File: config.mk
export PLATFORM = sky130hd
export DESIGN_NAME = uart_tx_fifo_flat
export DESIGN_NICKNAME = d
export VERILOG_FILES = /design/src/rtl/uart_tx_fifo_if.sv /design/src/rtl/uart_tx_fifo.sv /design/src/flat_wrapper.sv
export SDC_FILE = /design/constraint.sdc
export NUM_CORES = 1
export LEC_CHECK = 0
export ABC_AREA = 0
export CAP_MARGIN = 20
export CORE_MARGIN = 2
export CORE_UTILIZATION = 55
export CTS_BUF_LIST = sky130_fd_sc_hd__clkbuf_8
export CTS_CLUSTER_DIAMETER = 30
export CTS_CLUSTER_SIZE = 10
export DETAILED_ROUTE_END_ITERATION = 6
export GPL_ROUTABILITY_DRIVEN = 0
export PLACE_DENSITY_LB_ADDON = 0.05
export SYNTH_ARGS = -nofsm -noshare
export SYNTH_HDL_FRONTEND = slang
export SYNTH_SLANG_ARGS = --single-unit
File: constraint.sdc
create_clock -name clk -period 7.15 [get_ports clk]
set_input_delay 1.0725 -clock clk [delete_from_list [all_inputs] [get_ports clk]]
set_output_delay 1.0725 -clock clk [all_outputs]
set_load 0.005 [all_outputs]
File: src/rtl/uart_tx_fifo_if.sv
// Store-path / status bundle for the buffered UART transmitter.
// master: store decode side (drives wr_en/wr_data, reads the status flags).
// slave : uart_tx_fifo (accepts bytes, drives full/empty/count/busy/overflow).
interface uart_tx_fifo_if #(
  parameter int DEPTH = 16
);
  localparam int CW = $clog2(DEPTH) + 1;

  logic          wr_en;
  logic [7:0]    wr_data;
  logic          full;
  logic          empty;
  logic [CW-1:0] count;
  logic          busy;
  logic          overflow;

  modport master (
    output wr_en, wr_data,
    input  full, empty, count, busy, overflow
  );

  modport slave (
    input  wr_en, wr_data,
    output full, empty, count, busy, overflow
  );
endinterface

File: src/rtl/uart_tx_fifo.sv
// Buffered 8N1 UART transmitter: a DEPTH-entry byte FIFO fed one byte per
// cycle from the store path, drained by a serialiser onto uart_tx.
// Ports:
//   clk     - single core clock, rising edge
//   reset   - synchronous, active-high
//   bus     - slave side of uart_tx_fifo_if (wr_en/wr_data in, status out)
//   uart_tx - registered serial output, idles high
//
// state | meaning
// IDLE  | line high, waiting for a byte in the FIFO
// START | start bit (low) for one bit period
// DATA  | eight data bits, LSB first
// STOP  | stop bit (high); may chain straight into the next START
module uart_tx_fifo #(
  parameter int CLK_HZ = 27000000,
  parameter int BAUD   = 115200,
  parameter int DEPTH  = 16
) (
  input  logic         clk,
  input  logic         reset,
  uart_tx_fifo_if.slave bus,
  output logic         uart_tx
);
  localparam int CPB = CLK_HZ / BAUD;
  localparam int AW  = $clog2(DEPTH);
  localparam int CW  = AW + 1;
  localparam int BW  = (CPB > 1) ? $clog2(CPB) : 1;

  typedef enum logic [1:0] {IDLE, START, DATA, STOP} state_t;

  state_t        state, state_nxt;
  logic [7:0]    mem [DEPTH];
  logic [AW-1:0] rd_ptr, wr_ptr;
  logic [CW-1:0] count_q, count_nxt;
  logic          full_q, empty_q, ovf_q;
  logic [BW-1:0] baud_cnt, baud_nxt;
  logic [2:0]    bit_idx, bit_nxt;
  logic [7:0]    shreg, shreg_nxt;
  logic          tx_nxt, pop, push, baud_last;

  // Push decision uses the registered full flag, so a simultaneous pop
  // never rescues a push into a full FIFO.
  assign push      = bus.wr_en & ~full_q;
  assign baud_last = (baud_cnt == BW'(CPB - 1));

  always_comb begin
    state_nxt = state;
    pop       = 1'b0;
    shreg_nxt = shreg;
    bit_nxt   = bit_idx;
    case (state)
      IDLE: begin
        if (!empty_q) begin
          pop       = 1'b1;
          state_nxt = START;
        end
      end
      START: begin
        if (baud_last) state_nxt = DATA;
      end
      DATA: begin
        if (baud_last) begin
          if (bit_idx == 3'd7) begin
            state_nxt = STOP;
          end else begin
            shreg_nxt = shreg >> 1;
            bit_nxt   = bit_idx + 3'd1;
          end
        end
      end
      STOP: begin
        if (baud_last) begin
          if (!empty_q) begin
            pop       = 1'b1;
            state_nxt = START;
          end else begin
            state_nxt = IDLE;
          end
        end
      end
      default: state_nxt = IDLE;
    endcase

    if (pop) begin
      shreg_nxt = mem[rd_ptr];
      bit_nxt   = 3'd0;
    end

    // The line level is a function of where the FSM will be after this edge,
    // which keeps uart_tx a pure flop output.
    case (state_nxt)
      START:   tx_nxt = 1'b0;
      DATA:    tx_nxt = shreg_nxt[0];
      default: tx_nxt = 1'b1;
    endcase

    if (state_nxt != state || baud_last || state == IDLE)
      baud_nxt = '0;
    else
      baud_nxt = baud_cnt + BW'(1);

    case ({push, pop})
      2'b10:   count_nxt = count_q + CW'(1);
      2'b01:   count_nxt = count_q - CW'(1);
      default: count_nxt = count_q;
    endcase
  end

  always_ff @(posedge clk) begin
    if (reset) begin
      state    <= IDLE;
      rd_ptr   <= '0;
      wr_ptr   <= '0;
      count_q  <= '0;
      full_q   <= 1'b0;
      empty_q  <= 1'b1;
      ovf_q    <= 1'b0;
      baud_cnt <= '0;
      bit_idx  <= 3'd0;
      shreg    <= 8'h00;
      uart_tx  <= 1'b1;
    end else begin
      state    <= state_nxt;
      baud_cnt <= baud_nxt;
      bit_idx  <= bit_nxt;
      shreg    <= shreg_nxt;
      uart_tx  <= tx_nxt;
      count_q  <= count_nxt;
      full_q   <= (count_nxt == CW'(DEPTH));
      empty_q  <= (count_nxt == '0);
      if (push) wr_ptr <= wr_ptr + AW'(1);
      if (pop)  rd_ptr <= rd_ptr + AW'(1);
      if (bus.wr_en && full_q) ovf_q <= 1'b1;
    end
  end

  // Storage carries no reset; contents are only meaningful via count.
  always_ff @(posedge clk) begin
    if (push) mem[wr_ptr] <= bus.wr_data;
  end

  assign bus.full     = full_q;
  assign bus.empty    = empty_q;
  assign bus.count    = count_q;
  assign bus.overflow = ovf_q;
  assign bus.busy     = (state != IDLE);
endmodule
File: src/flat_wrapper.sv
// flat-port wrapper written by rule: the top's interface ports become plain ports
module uart_tx_fifo_flat 
#(
  parameter int CLK_HZ = 27000000,
  parameter int BAUD   = 115200,
  parameter int DEPTH  = 16
)
  (clk, reset, uart_tx, bus_wr_en, bus_wr_data, bus_full, bus_empty, bus_count, bus_busy, bus_overflow);
  uart_tx_fifo_if #(.DEPTH(DEPTH)) bus_i ();
  input  logic clk;
  input  logic reset;
  output logic uart_tx;
  input wire logic [$bits(bus_i.wr_en)-1:0] bus_wr_en;
  input wire logic [$bits(bus_i.wr_data)-1:0] bus_wr_data;
  output wire logic [$bits(bus_i.full)-1:0] bus_full;
  output wire logic [$bits(bus_i.empty)-1:0] bus_empty;
  output wire logic [$bits(bus_i.count)-1:0] bus_count;
  output wire logic [$bits(bus_i.busy)-1:0] bus_busy;
  output wire logic [$bits(bus_i.overflow)-1:0] bus_overflow;
  assign bus_i.wr_en = bus_wr_en;
  assign bus_i.wr_data = bus_wr_data;
  assign bus_full = bus_i.full;
  assign bus_empty = bus_i.empty;
  assign bus_count = bus_i.count;
  assign bus_busy = bus_i.busy;
  assign bus_overflow = bus_i.overflow;
  uart_tx_fifo #(.CLK_HZ(CLK_HZ), .BAUD(BAUD), .DEPTH(DEPTH)) u_core (.clk(clk), .reset(reset), .bus(bus_i), .uart_tx(uart_tx));
endmodule
==> results.yml <==
die:
  die_y_um: 117
  die_area_um2: 13700
  initial_core_util_pct: 56.0
  io_pins: 21
  core_area_um2: 12600
  die_width_um: 117
  placementRows: 41
pwr:
  combPwrFrac_pct: 22.3
  clkPwrFrac_pct: 27.0
  net-switching-power_uw: 637
  powerDensity_nw_per_um2: 300
  ir_drop_mv: 0.168
  p_leak_uw: 0.00250
  swShare_pct: 27.4
  p_total_uw: 2320
  internal_power_uw: 1690
  seqPwrFrac_pct: 50.7
synthesis:
  synth-xor-area-share_pct: 2.11
  synth-edff-count: 128
  synth_fa_ha_area_share_pct: 2.84
  ys.flop_type: "edfxtp_1"
  synth_top_family_by_area: "multiplexers"
  seq_area_frac_synth_pct: 66.5
  yosys.area.top_type: "edfxtp_1"
  netlist_instances: 432
  synth_area_um2: 7040
  synth_compound_area_share_pct: 4.23
  ys_ff_latch: 170
  synth_cell_types: 58
  async_flop_share_pct: 0
  synth_area_leaders: "edfxtp_1 55%, mux4_2 12%, dfxtp_1 12%"
  synth_top_area_share_pct: 54.6
  syn_nets: 459
  avgSynthCellArea_um2: 16.3
  ys_warn_count: 0
  synthSimpleGateAreaFrac_pct: 7.60
  synthMuxAreaShare_pct: 14.4
clock_network:
  clk_root_buffer_cell: "clkbuf_8"
  path_clk_slew_ns: 0.08
  clk_latency_ns: 0.45
  cts_resized: 0
  cts_buffers: 17
  clk_path_buf_depth: 2
  cts_sinks: 170
  cts_setup_buffers: 0
  htree_levels: 4
  postCtsHoldBufs: 0
  tritoncts: "done"
route:
  post_drt_wl_per_cell_um: 19.0
  remaining_drc_errors: 0
  ant_nets: 0
  vias: 3581
  drt_iter0_markers: 258
  viasPerCell: 5.60
  wirelength_mm: 12.2
  first_pass_iters: 4
cells_and_area:
  nets: 483
  syn2layout_area_growth_pct: 10.1
  antenna_cells: 0
  layout-drive-gt1-share_pct: 18.6
  n_fill_cell: 945
  final-seq-area_um2: 4690
  multi_input_area_um2: 2190
worst_setup_path:
  crit_fanout: 16
  arrival_ns: 3.74
  cp.required_ns: 7.47
  crit_type: "reg2reg"
  cp-end-kind: "flip-flop"
  startpoint_type: "flip-flop"
sta:
  clock.fmax_mhz: 292
  fin_crit_ns: 3.42
  slew_violations: 0
  rsz0062_at_grt: "false"
  fin_tns_setup_ns: 0
  holdWs_ns: 0.483
  skew_ns: 0.0128
  finalSetupViolCount: 0
  worst_slew_pin_slew_ns: 0.973
  setup_slack_ns: 3.73
  relSlewSlack_pct: 34.8
  post-route-period-util_pct: 47.8
  hold_viol: 0
placement:
  portBuffers: 20
  dp_hpwl_mm: 8.13
  dp_slack_ns: 3.36
worst_hold_path:
  hold_path.class: "reg2reg"
global_route:
  grt_pass1_vias: 3530
  grt_pass1_wl_mm: 19.2
  antenna_found_initial: 0
  overflow: 0
  grt_max_degree: 36
  track_usage_pct: 19.7
status:
  status: "complete, no violations"
run:
  maxCapViolCount: 0
[sequential cells by signal, indices dropped and copies added (netlist names), named ones only]
signal,flops
u_core.bus.full,1
u_core.baud_cnt,8
u_core.uart_tx,1
u_core.rd_ptr,4
u_core.bit_idx,3
u_core.bus.empty,1
u_core.state,2
u_core.shreg,8
u_core.bus.count,5
u_core.mem,128
u_core.wr_ptr,4
u_core.bus.overflow,1
[layout by cell type, fill, tap and decap left out, types with 3 or more instances in the layout]
master | Yosys | routed
edfxtp_1 | 128 | 128
mux2i_1 | 11 | 11
nand3_1 | 5 | 5
dfxtp_1 | 42 | 41
nand2_1 | 14 | 14
a211oi_1 | 8 | 8
nor3_1 | 9 | 9
xnor2_1 | 7 | 7
nand4_1 | 3 | 3
nand2b_1 | 6 | 6
mux4_2 | 39 | 39
buf_4 | 3 | 7
a21oi_1 | 11 | 11
inv_1 | 9 | 12
xor2_1 | 10 | 10
ha_1 | 16 | 16
inv_6 | 1 | 3
nor2_1 | 49 | 49
clkdlybuf4s50_1 | 0 | 20
clkbuf_8 | 0 | 17
[routing by layer]
layer	GRT usage (%)	up-vias	routed length, um
li1	-	1713	-
met1	26.5	1790	5480
met4	7.84	0	217
met3	5.36	18	435
met2	31.0	60	6030
met5	0	-	0
[metrics by stage]
stage | std cells | instance area, um2 | utilization, %
finish | 639 | 7750 | 61.7
global route | 639 | 7750 | 61.7
CTS | 639 | 7750 | 61.7
detailed placement | 609 | 7390 | 58.8
global placement | 609 | 7390 | 58.8
floorplan | 432 | 7040 | -
[critical path, stage by stage, from the launching register on]
cell,delay [ns]
dfxtp_1,0.38
inv_1,0.06
ha_1,0.17
and4_2,0.27
a31oi_4,0.28
or3_1,0.55
inv_6,0.10
ha_1,0.41
or4_1,0.54
o211ai_2,0.16
xnor2_1,0.11
nor4_1,0.26
[worst paths after layout]
kind                              end                 from  cells after the start  slack (ns)
hold reg to reg   u_core.bus.overflow  u_core.bus.overflow                      2        0.48
hold / removal    u_core.bus.overflow  u_core.bus.overflow                      2        0.48
setup reg to reg      u_core.bus.full   u_core.baud_cnt[1]                     11        3.73
setup / recovery      u_core.bus.full   u_core.baud_cnt[1]                     11        3.73
[cell usage after synthesis, drive strengths merged, types with 2 or more instances]
master	instances
clkbuf	7
edfxtp	128
nor4	2
or3	2
nor3	9
nand2	14
and3	2
a211o	2
nand3	5
a21o	2
xnor2	7
mux2i	11
mux2	2
a21oi	11
ha	16
nor2	49
a211oi	8
mux4	39
xor2	10
nand2b	6
dfxtp	42
nor2b	2
o211ai	2
o21ai	2
inv	10
o31ai	2
nand4	3
or2	2
buf	14
nor3b	4
a31oi	2
[kinds of logic (layout without fill, tap and decap cells)]
group                      after synthesis  count (layout)
xor gates and xnor gates                17              17
buffers and inverters                   32              67
adders and majority gates               16              16
DFF                                    170             170
AOI/OAI and AO/OA                       39              39
muxes                                   52              52
and+or+nand+nor                        106             106
[power by group through the flow]
stage               clock, uW  sequential, uW  combinational (uW)
finish                    628            1180                 517
global route              682            1190                 574
CTS                       649            1180                 525
detailed placement          0            1200                 522
global placement            0            1200                 511
floorplan                   0            1180                 395
[area by class of cell]
| cell class | count | share of cell area [%] |
|---|---|---|
| clock inverters | 13 | 1.69 |
| clock buffers | 17 | 3.02 |
| multi-input cells | 230 | 28.3 |
| inverters | 10 | 0.549 |
| well taps | 172 | 2.78 |
| flip-flops and latches | 170 | 60.4 |
| repair buffers | 27 | 3.26 |
Power figures use the tool's default switching activity.
==> patch 1 (config.mk and constraints unchanged) <==
`BAUD` is set to 115200 in 2 places; all go to 57600.
--- a/src/rtl/uart_tx_fifo.sv
+++ b/src/rtl/uart_tx_fifo.sv
@@ -14,5 +14,5 @@
 module uart_tx_fifo #(
   parameter int CLK_HZ = 27000000,
-  parameter int BAUD   = 115200,
+  parameter int BAUD   = 57600,
   parameter int DEPTH  = 16
 ) (
--- a/src/flat_wrapper.sv
+++ b/src/flat_wrapper.sv
@@ -3,5 +3,5 @@
 #(
   parameter int CLK_HZ = 27000000,
-  parameter int BAUD   = 115200,
+  parameter int BAUD   = 57600,
   parameter int DEPTH  = 16
 )
Check against the original RTL: same outputs for any inputs over 10 cycles, from zero or initial values and one cycle with reset high; that may be too few to reach the edited logic, so the function may still have changed.
==> patch 1 against the original RTL <==
- synthesized area up 0.25%
- sequential cell count increased by 1
- routed wire length increased by 7.1%
- setup slack worse by 0.066 ns
- total power is 2.0% higher
- via count grew 2.6%
- final cell count up 1.1%
- first-iteration DRC count rose by 19%
- critical path depth is 1 higher
- core utilization rose by 0.76 points
- final area up 1.2%
- maximum frequency shrank 1.9%
==> patch 1: results <==
{
  "status": "completed",
  "setup_violations": 0,
  "drive_above_1_share_pct": 21.31,
  "cts_resized": 0,
  "tightest_slew_ns": 1.024,
  "dp_hpwl_um": 8158,
  "cts_made_buffers": 17,
  "finClkSkew_ns": 0.01155,
  "path_delay_family": "simple AND/OR/NAND/NOR gates",
  "ys_warn_count": 0,
  "hold_path_class": "flop to flop",
  "grt_pass1_vias": 3774,
  "slowest_delay_ns": 0.67,
  "clk_pin_slew_ns": 0.08,
  "reg.largest.list": "u_core.mem x128, u_core.baud_cnt x9, u_core.shreg x8",
  "drt-pass1-iter-count": 5,
  "port_buffers": 20,
  "hold_violations": 0,
  "arrival_ns": 3.84,
  "top_register": "u_core.mem",
  "async_flop_share_pct": 0,
  "insertedDiodeCount": 0,
  "wl_per_cell_um": 20.17,
  "syn_area_per_cell_um2": 16.46,
  "drt_iter0_drc": 307,
  "post-cts-setup-buffer-count": 0,
  "synth_cell_types": 50,
  "p_leak_nw": 2.515,
  "ys_top_cells_by_count": "edfxtp_1, nor2_1, dfxtp_1",
  "viasPerCell": 5.689,
  "post_dp_cell_area_um2": 7425,
  "pre_cts_slack_ns": 3.203,
  "cp_max_fo": 10,
  "worstSkewPairLatency_ns": 0.45,
  "synthTopCellsByArea": "edfxtp_1, mux4_2, dfxtp_1",
  "grt_pass1_wl_um": 20530,
  "synth.net_count": 455,
  "yosysSeqAreaShare_pct": 66.62,
  "grtUsageTotal_pct": 20.23,
  "clock_path_buffers": 2,
  "drt_wl_total_um": 13030,
  "cpMaxStageDelayCell": "nor2b_1",
  "ir_drop_mv": 0.2635,
  "dp.cells": 608,
  "synth_edf_count": 128,
  "nets": 487,
  "grt_max_degree": 36,
  "root_buffer": "clkbuf_8",
  "cts.htree.levels": 4,
  "antenna_found_initial": 0
}
## patch 1: changes by cell type after synthesis, sizes merged, moves of 3 or more
cell	unedited run	this run
nand2b	6	2
clkbuf	7	10
nor2	49	55
buf	14	11
## patch 1: final cells by class
type,count,area (µm²)
well taps,172,215.2
multi-input cells,227,2205
repair buffers,34,327.8
fillers,939,4718
clock buffers,17,234.0
inverters,10,38.79
clock inverters,15,123.9
flip-flops and latches,171,4706
## patch 1: power breakdown
part / internal (W) / total (W) / switching [W] / leakage (nW)
Sequential: 0.00113 / 0.00118 / 0.0000506 / 1.51
Clock: 0.000274 / 0.000613 / 0.000340 / 0.177
Combinational: 0.000299 / 0.000578 / 0.000279 / 0.831
Total: 0.00170 / 0.00237 / 0.000669 / 2.52
## patch 1: cells by family (layout without fill, tap and decap cells)
| kind of cell | Yosys count | in the layout | synth area share (%) |
|---|---|---|---|
| muxes | 56 | 56 | 15.33 |
| DFF | 171 | 171 | 66.62 |
| adders and majority gates | 15 | 15 | 2.658 |
| buffers and inverters | 31 | 76 | 2.161 |
| AOI/OAI and AO/OA | 28 | 28 | 2.622 |
| xor gates and xnor gates | 21 | 21 | 2.977 |
| and+or+nand+nor | 107 | 107 | 7.637 |
## patch 1: path summary, 6_finish.rpt
check                                        start            endpoint  slack, ns  cells past startpoint
worst max-delay path                     bus_wr_en     u_core.bus.full       3.66                     12
worst min-delay path            u_core.baud_cnt[0]  u_core.baud_cnt[0]       0.47                      1
worst max register to register  u_core.baud_cnt[0]     u_core.bus.full       3.95                     10
worst min register to register  u_core.baud_cnt[0]  u_core.baud_cnt[0]       0.47                      1
## patch 1: per-layer routing
metal,vias up,GRT usage [%],part of all wire [%]
li1,1701,-,-
met1,1857,26.22,43
met2,106,33.00,50
met3,11,5.642,5.5
met4,0,7.380,1.5
met5,-,0,0
==> patch 2 (config.mk and constraints unchanged) <==
Without the edit above. Take the reset off `shreg` and load it in a clocked block of its own.
--- a/src/rtl/uart_tx_fifo.sv
+++ b/src/rtl/uart_tx_fifo.sv
@@ -118,5 +118,4 @@
       baud_cnt <= '0;
       bit_idx  <= 3'd0;
-      shreg    <= 8'h00;
       uart_tx  <= 1'b1;
     end else begin
@@ -124,5 +123,4 @@
       baud_cnt <= baud_nxt;
       bit_idx  <= bit_nxt;
-      shreg    <= shreg_nxt;
       uart_tx  <= tx_nxt;
       count_q  <= count_nxt;
@@ -133,4 +131,8 @@
       if (bus.wr_en && full_q) ovf_q <= 1'b1;
     end
+  end
+
+  always_ff @(posedge clk) begin
+    shreg <= shreg_nxt;
   end
 
Check against the original RTL: no difference found for any inputs over 10 cycles, from zero or initial values and one cycle with reset high; that may be too few to reach the edited logic, so the function may still have changed.
==> patch 2 against the original RTL <==
- total power shrank 2.4%
- clock skew rose by 0.0040 ns
- setup slack got worse by 0.25 ns
- clock power fell by 4.1%
- final area down 0.66%
- sequential share of layout area increased by 1.3 points
- sequential cell count unchanged
- global-route usage shrank 0.11 points
- synthesized area shrank 0.80%
- die area down 0.77%
- routed wire length about the same
==> patch 2: results <==
{
  "netSwitchingPower_w": 0.0006539,
  "vias": 3593,
  "reg2reg_depth": 12,
  "fillCellCount": 961,
  "startpoint": "bus_wr_en",
  "grtUsageTotal_pct": 19.60,
  "r2r_slack_ns": 3.74,
  "root_buffer": "clkbuf_8",
  "wl_per_cell_um": 19.06,
  "dp_hpwl_um": 8091,
  "slew_headroom_pct": 35.04,
  "drive_above_1_share_pct": 18.20,
  "nets": 481,
  "synth_edf_count": 135,
  "ir_drop_mv": 0.2046,
  "post_dp_cell_area_um2": 7351,
  "grt_max_degree": 33,
  "finClkSkew_ns": 0.01673,
  "cp_max_fo": 9,
  "arrival_ns": 4.01,
  "synth_cell_types": 47,
  "synthTopCellsByArea": "edfxtp_1, mux4_2, dfxtp_1",
  "r2r-end": "u_core.bus.full",
  "fin_crit_ns": 3.672,
  "drt_iter0_drc": 267,
  "cts_made_buffers": 17,
  "yosysSeqAreaShare_pct": 68.04,
  "slowest_delay_ns": 0.43,
  "grt_pass1_wl_um": 19140,
  "status": "completed",
  "endpoint": "u_core.bus.full",
  "r2r-start": "u_core.state[0]",
  "p_leak_nw": 2.486,
  "reg.largest.list": "u_core.mem x128, u_core.baud_cnt x8, u_core.shreg x8",
  "cpMaxStageDelayCell": "or4_1"
}
## patch 2: kinds of logic (layout without fill, tap and decap cells)
kind of cell	count (synthesis)	after routing	share of synthesized area (%)
xor gates and xnor gates	17	17	2.131
muxes	47	47	13.89
and+or+nand+nor	114	114	7.753
adders and majority gates	16	16	2.865
AOI/OAI and AO/OA	31	31	3.026
DFF	170	170	68.04
buffers and inverters	35	72	2.292
## patch 2: how the worst min path moves through the flow
stage	slack [ns]	end	startpoint	cells past startpoint
global route	0.55	u_core.baud_cnt[0]	u_core.baud_cnt[0]	1
detailed placement	0.46	u_core.bus.overflow	u_core.bus.overflow	2
finish	0.48	u_core.bus.overflow	u_core.bus.overflow	2
floorplan	0.45	u_core.baud_cnt[0]	u_core.baud_cnt[0]	1
global placement	0.45	u_core.bus.overflow	u_core.bus.overflow	2
CTS	0.48	u_core.bus.overflow	u_core.bus.overflow	2
## patch 2: routing by layer
layer  vias up  share of wire [%]  track usage, %
met5         -                  0               0
met4         0                1.4           6.275
met3        11                4.0           5.241
met2        74                 51           32.06
met1      1818                 44           26.00
li1       1690                  -               -
## patch 2: per-stage QoR
step / std cells / power [W] / utilization [%] / hold WS [ns]
6_report: 639 / 0.002269 / 61.55 / 0.4766
3_3_place_gp: 607 / 0.001685 / 58.73 / 0.4521
2_1_floorplan: 430 / 0.001550 / - / 0.4526
4_1_cts: 639 / 0.002290 / 61.55 / 0.4809
3_5_place_dp: 607 / 0.001697 / 58.73 / 0.4580
5_1_grt: 639 / 0.002387 / 61.55 / 0.5476
## patch 2: layout make-up
class                   count  share of cell area (%)
repair buffers             27                   3.281
inverters                  13                  0.6334
flip-flops and latches    170                   61.73
clock inverters            15                   1.543
well taps                 172                   2.794
clock buffers              17                   3.037
multi-input cells         225                   26.98
## patch 2: power by group through the flow
stage          logic [W]  clock network (W)  registers, W
6_report        0.000475           0.000602       0.00119
5_1_grt         0.000526           0.000659       0.00120
3_3_place_gp    0.000469                  0       0.00122
3_5_place_dp    0.000480                  0       0.00122
2_1_floorplan   0.000355                  0       0.00120
4_1_cts         0.000481           0.000615       0.00119
## patch 2: worst min-delay path: cells and delay by family (launching register included)
kind,cells,cell delay (ns)
flip-flops,1,0.34
AND/OR/NAND/NOR,1,0.07
AO/OA/AOI/OAI,1,0.04
